===== src/rtl/img_stream_loader.sv =====
// -----------------------------------------------------------------------------
// img_stream_loader
//
// Upstream feeder for the grayscale conversion stage. Accepts a raster-ordered
// pixel stream over a valid/ready handshake and writes each pixel into the
// image SRAM at its (x,y) address. When the whole frame has been written,
// load_done pulses for one cycle; it drives the converter's new_trans.
//
// Ports
//   clk         clock, rising edge
//   n_rst       asynchronous active-low reset
//   start       begin a frame (sampled only while idle)
//   max_x/max_y last column/row index (inclusive), latched on start
//   in_valid    stream beat valid
//   in_ready    loader can accept a beat
//   in_data     pixel value
//   in_last     source marks final beat of frame
//   x_addr_img  SRAM write column (zero-extended)
//   y_addr_img  SRAM write row (zero-extended)
//   wen_img     SRAM write enable, one cycle per pixel
//   wdat_img    SRAM write data
//   busy        high whenever a frame is in progress
//   load_done   one-cycle pulse once the last pixel write has been issued
//   frame_err   sticky: in_last did not coincide with the final pixel
// -----------------------------------------------------------------------------
module img_stream_loader #(
    parameter int X_MAX       = 200,
    parameter int Y_MAX       = 200,
    parameter int PIXEL_DEPTH = 8
) (
    input  logic                     clk,
    input  logic                     n_rst,
    input  logic                     start,
    input  logic [$clog2(X_MAX)-1:0] max_x,
    input  logic [$clog2(Y_MAX)-1:0] max_y,
    input  logic                     in_valid,
    output logic                     in_ready,
    input  logic [PIXEL_DEPTH-1:0]   in_data,
    input  logic                     in_last,
    output logic [$clog2(X_MAX):0]   x_addr_img,
    output logic [$clog2(Y_MAX):0]   y_addr_img,
    output logic                     wen_img,
    output logic [PIXEL_DEPTH-1:0]   wdat_img,
    output logic                     busy,
    output logic                     load_done,
    output logic                     frame_err
);

    localparam int XW = $clog2(X_MAX);
    localparam int YW = $clog2(Y_MAX);

    typedef enum logic [1:0] {
        IDLE,
        LOAD,
        FLUSH,
        DONE
    } state_t;

    state_t                 state_reg;
    logic [XW-1:0]          max_x_reg;
    logic [YW-1:0]          max_y_reg;
    logic [XW-1:0]          cur_x_reg;
    logic [YW-1:0]          cur_y_reg;
    logic                   in_ready_reg;
    logic [XW:0]            x_addr_reg;
    logic [YW:0]            y_addr_reg;
    logic                   wen_reg;
    logic [PIXEL_DEPTH-1:0] wdat_reg;
    logic                   busy_reg;
    logic                   load_done_reg;
    logic                   frame_err_reg;

    logic accept;
    logic at_end;
    logic final_beat;

    // in_ready_reg is high exactly while in LOAD, so it doubles as the
    // "accepting" qualifier for the handshake.
    assign accept     = in_valid && in_ready_reg;
    assign at_end     = (cur_x_reg == max_x_reg) && (cur_y_reg == max_y_reg);
    assign final_beat = at_end || in_last;

    always_ff @(posedge clk or negedge n_rst) begin
        if (!n_rst) begin
            state_reg     <= IDLE;
            max_x_reg     <= '0;
            max_y_reg     <= '0;
            cur_x_reg     <= '0;
            cur_y_reg     <= '0;
            in_ready_reg  <= 1'b0;
            x_addr_reg    <= '0;
            y_addr_reg    <= '0;
            wen_reg       <= 1'b0;
            wdat_reg      <= '0;
            busy_reg      <= 1'b0;
            load_done_reg <= 1'b0;
            frame_err_reg <= 1'b0;
        end else begin
            wen_reg       <= 1'b0;
            load_done_reg <= 1'b0;

            // Registered write path: the beat accepted at this edge is
            // presented to the SRAM during the following cycle. Address and
            // data otherwise hold their previous values.
            if (accept) begin
                wen_reg    <= 1'b1;
                x_addr_reg <= {1'b0, cur_x_reg};
                y_addr_reg <= {1'b0, cur_y_reg};
                wdat_reg   <= in_data;
                if (cur_x_reg == max_x_reg) begin
                    cur_x_reg <= '0;
                    cur_y_reg <= cur_y_reg + YW'(1);
                end else begin
                    cur_x_reg <= cur_x_reg + XW'(1);
                end
            end

            case (state_reg)
                IDLE: begin
                    if (start) begin
                        state_reg     <= LOAD;
                        max_x_reg     <= max_x;
                        max_y_reg     <= max_y;
                        cur_x_reg     <= '0;
                        cur_y_reg     <= '0;
                        frame_err_reg <= 1'b0;
                        in_ready_reg  <= 1'b1;
                        busy_reg      <= 1'b1;
                    end
                end
                LOAD: begin
                    if (accept && final_beat) begin
                        state_reg    <= FLUSH;
                        in_ready_reg <= 1'b0;
                        // Flags both an early in_last and a missing one.
                        if (at_end != in_last) begin
                            frame_err_reg <= 1'b1;
                        end
                    end
                end
                FLUSH: begin
                    // The final pixel write is on the SRAM port this cycle;
                    // load_done follows so the converter starts after it.
                    state_reg     <= DONE;
                    load_done_reg <= 1'b1;
                end
                DONE: begin
                    state_reg <= IDLE;
                    busy_reg  <= 1'b0;
                end
                default: begin
                    state_reg <= IDLE;
                end
            endcase
        end
    end

    assign in_ready   = in_ready_reg;
    assign x_addr_img = x_addr_reg;
    assign y_addr_img = y_addr_reg;
    assign wen_img    = wen_reg;
    assign wdat_img   = wdat_reg;
    assign busy       = busy_reg;
    assign load_done  = load_done_reg;
    assign frame_err  = frame_err_reg;

endmodule


===== config.mk =====
export PLATFORM = sky130hd
export DESIGN_NAME = img_stream_loader
export DESIGN_NICKNAME = d
export VERILOG_FILES = /design/src/rtl/img_stream_loader.sv
export SDC_FILE = /design/constraint.sdc
export NUM_CORES = 1
export LEC_CHECK = 0
export CORE_UTILIZATION = 45
export DETAILED_ROUTE_END_ITERATION = 6
export PLACE_DENSITY = 0.7
export SLEW_MARGIN = 10
export SYNTH_ARGS = -nofsm -noshare
export SYNTH_HDL_FRONTEND = slang
export SYNTH_SLANG_ARGS = --single-unit

===== constraint.sdc =====
create_clock -name clk -period 3 [get_ports clk]
set_clock_uncertainty 0.1 [all_clocks]
set_input_delay 0.45 -clock clk [delete_from_list [all_inputs] [get_ports clk]]
set_output_delay 0.45 -clock clk [all_outputs]
set_load 0.03 [all_outputs]

==> flow_summary_export.csv <==
group,metric,value,unit
synth,synth_async_sr_flop_share,100,%
timing,relSlewSlack,58.4,%
cells_and_area,areaGrowthSynthToFinish,29.8,%
timing,period_share,79.5,%
grt,grt_pass1_vias,2129,
worst_setup_path,critPathRequiredTime,3.13,ns
pwr,leakagePower,1.86,nW
clock_network,ctsResizeCount,0,
route,wire_per_inst,13.2,µm
synth,yosysUniqueCellTypes,41,
pwr,intPower,0.00208,W
grt,grt_overflow,0,
route,post-route-drc-count,0,
route,dr.pass1.iters,4,
route,routedLengthMet1,2860,µm
clock_network,cts_buffers,9,
route,wl_met3,360,µm
timing,timing.final.crit_period,2.39,ns
worst_setup_path,crit_fanout,18,
clock_network,clock-sinks,63,
grt,grt_pass1_wl,10100,µm
cells_and_area,nets,411,
synth,synthesis.area,2930,µm²
pwr,power.switching,0.00128,W
timing,slew_viol_final,0,
clock_network,tritoncts,"yes",
route,vias_per_cell,5.15,
pwr,p_clk_share,22.8,%
flow_run,maxCapViolCount,0,
die,die_x,82.6,µm
clock_network,htreeDepth,3,
pwr,seqPwrFrac,38.4,%
route,drt.antenna.violating_nets,0,
pwr,switching_share,38.1,%
pwr,power_density,885,nW/µm²
grt,antenna_found_initial,0,
worst_setup_path,ff2ff_setup_slack,0.61,ns
timing,clock.fmax,419,MHz
clock_network,cts_setup_buffers,0,
route,routed.top_layer,"met4",
synth,synth-edff-count,0,
synth,synth_seq_cells,63,
synth,synth_ff_type,"dfrtp_1",
pwr,combPwrFrac,38.7,%
die,core_area,6310,µm²
pwr,ir_drop,0.532,mV
route,wl_met2,2710,µm
worst_setup_path,path_class,"reg -> reg",
place,gp_congestion,0.801,
synth,ys_seq_area_share,53.9,%
timing,rsz0062_at_grt,"false",
worst_setup_path,r2r-end,"state_reg[1]",
timing,tns,0,ns
place,dp_hpwl,4110,µm
die,initial_core_util,46.4,%
route,via_count,2355,
route,drtIter0Drc,202,
worst_setup_path,worst_setup_path_end_kind,"flop",
die,dieArea,6830,µm²
grt,grt_max_degree,38,
worst_setup_path,critPathLaunchType,"flop",
die,die_h,82.6,µm
cells_and_area,utilization,60.2,%
synth,yosys_warnings,0,
clock_network,clockRootBuffer,"clkbuf_8",
cells_and_area,antenna-diode-count,0,
worst_setup_path,reg2reg_depth,9,
die,num_io_pins,60,
synth,synth_cells,315,
timing,worstMarginPinSlew,0.625,ns
clock_network,hold_buffers,0,
pwr,power,0.00336,W
clock_network,clk_latency,0.34,ns
outcome,status,"finished, final reports clean",
cells_and_area,drive_gt1_share,7.11,%
route,wl,6050,µm
timing,hold_ws,0.0222,ns
grt,gr-usage-all-layers,20.2,%
worst_setup_path,cp.arrival,2.51,ns
clock_network,cts_buffer_depth,2,
place,io_buffers,57,
timing,setup_viol,0,
clock_network,clkTransAtPathRegs,0.07,ns
die,rows,29,
worst_hold_path,hp-class,"in -> async",
worst_setup_path,timing.rr.start,"cur_x_reg[0]",
synth,syn_area_per_cell,9.29,µm²
timing,finalHoldViolCount,0,
[synth_stat cells (3+ instances only)]
library cell | count | share of area (%)
clkbuf_1 | 10 | 1.3
nor4_1 | 3 | 0.64
and3_1 | 3 | 0.64
o311ai_0 | 5 | 1.5
nand3_1 | 5 | 0.85
ha_1 | 7 | 3.0
dfrtp_1 | 63 | 54
nand2_1 | 128 | 16
nand2b_1 | 6 | 1.3
o21ai_0 | 7 | 1.2
nand4_1 | 4 | 0.85
a211oi_1 | 4 | 1.0
xnor2_1 | 9 | 2.7
a21oi_1 | 6 | 1.0
xor2_1 | 10 | 3.0
o41ai_1 | 5 | 1.5
inv_1 | 6 | 0.77
buf_2 | 3 | 0.51
[worst max-delay path, cell delays in order (launching register included)]
cell and delay (ns):
dfrtp_1 0.45, xnor2_1 0.23, nand4_2 0.12, buf_4 0.20
nor2_1 0.14, nand3_1 0.10, ha_1 0.21, o21a_1 0.19
a21oi_1 0.16, mux2_2 0.35
[cells by family (layout without fill, tap and decap cells)]
family	Yosys count	after routing	share of synthesized area [%]
compound gates	39	39	9.66
buf+inv	24	88	3.46
fa+ha+maj	7	7	2.99
xor+xnor	20	20	6.24
flops	63	63	53.9
mux	2	2	0.727
other cells	1	2	0.128
simple gates	159	159	22.9
[stage by stage]
step,instances,setup WS (ns),cell area (µm²)
after floorplan,316,0.644,2930
after detailed placement,441,0.635,3590
after global routing,457,0.445,3800
final,457,0.614,3800
after global placement,441,0.716,3590
after CTS,457,0.629,3800
[cell type report]
type                            count  area [µm²]
Timing Repair Buffer               65         638
Fill cell                         572        2510
Clock buffer                       14         173
Sequential cell                    63        1580
Inverter                            7        26.3
Clock inverter                      2        37.5
Tap cell                           77        96.3
Multi-Input combinational cell    229        1250
[layer usage]
| layer | GRT usage (%) | vias up |
|---|---|---|
| met5 | 0 | - |
| met4 | 11.4 | 0 |
| met3 | 4.62 | 11 |
| met2 | 29.3 | 74 |
| met1 | 27.6 | 1097 |
| li1 | - | 1173 |
[layout by cell type, fill, tap and decap left out, drive strengths merged, types with 2 or more instances in the layout]
cell type / synthesis / routed
a221oi: 2 / 2
o21ai: 7 / 7
xnor2: 10 / 10
o31ai: 2 / 2
o41ai: 5 / 5
and3: 3 / 3
buf: 7 / 9
a21oi: 6 / 6
nand3: 5 / 5
inv: 7 / 7
a211oi: 4 / 4
conb: 1 / 2
nand2: 128 / 128
clkbuf: 10 / 14
and2: 2 / 2
nor4: 3 / 3
nand4: 5 / 5
o311ai: 5 / 5
xor2: 10 / 10
clkdlybuf4s50: 0 / 56
or4: 2 / 2
nor2: 2 / 2
nand2b: 6 / 6
dfrtp: 63 / 63
ha: 7 / 7
or3: 2 / 2
[worst max-delay path by stage]
stage	depth (start not counted)	endpoint	start	slack, ns
after floorplan	9	state_reg[1]	cur_x_reg[2]	0.64
after global placement	6	cur_x_reg[6]	in_valid	0.72
after detailed placement	9	state_reg[1]	cur_x_reg[3]	0.64
after CTS	9	state_reg[1]	cur_x_reg[3]	0.63
after global routing	9	state_reg[1]	cur_x_reg[3]	0.45
final	9	state_reg[1]	cur_x_reg[0]	0.61
[power by group through the flow]
stage,sequential [W],clock (W),combinational (W)
2_1_floorplan,0.00147,0,0.000667
3_3_place_gp,0.00129,0,0.00127
6_report,0.00129,0.000767,0.00130
5_1_grt,0.00132,0.000818,0.00146
3_5_place_dp,0.00131,0,0.00130
4_1_cts,0.00129,0.000786,0.00131
(Power assumes the default switching activity.)
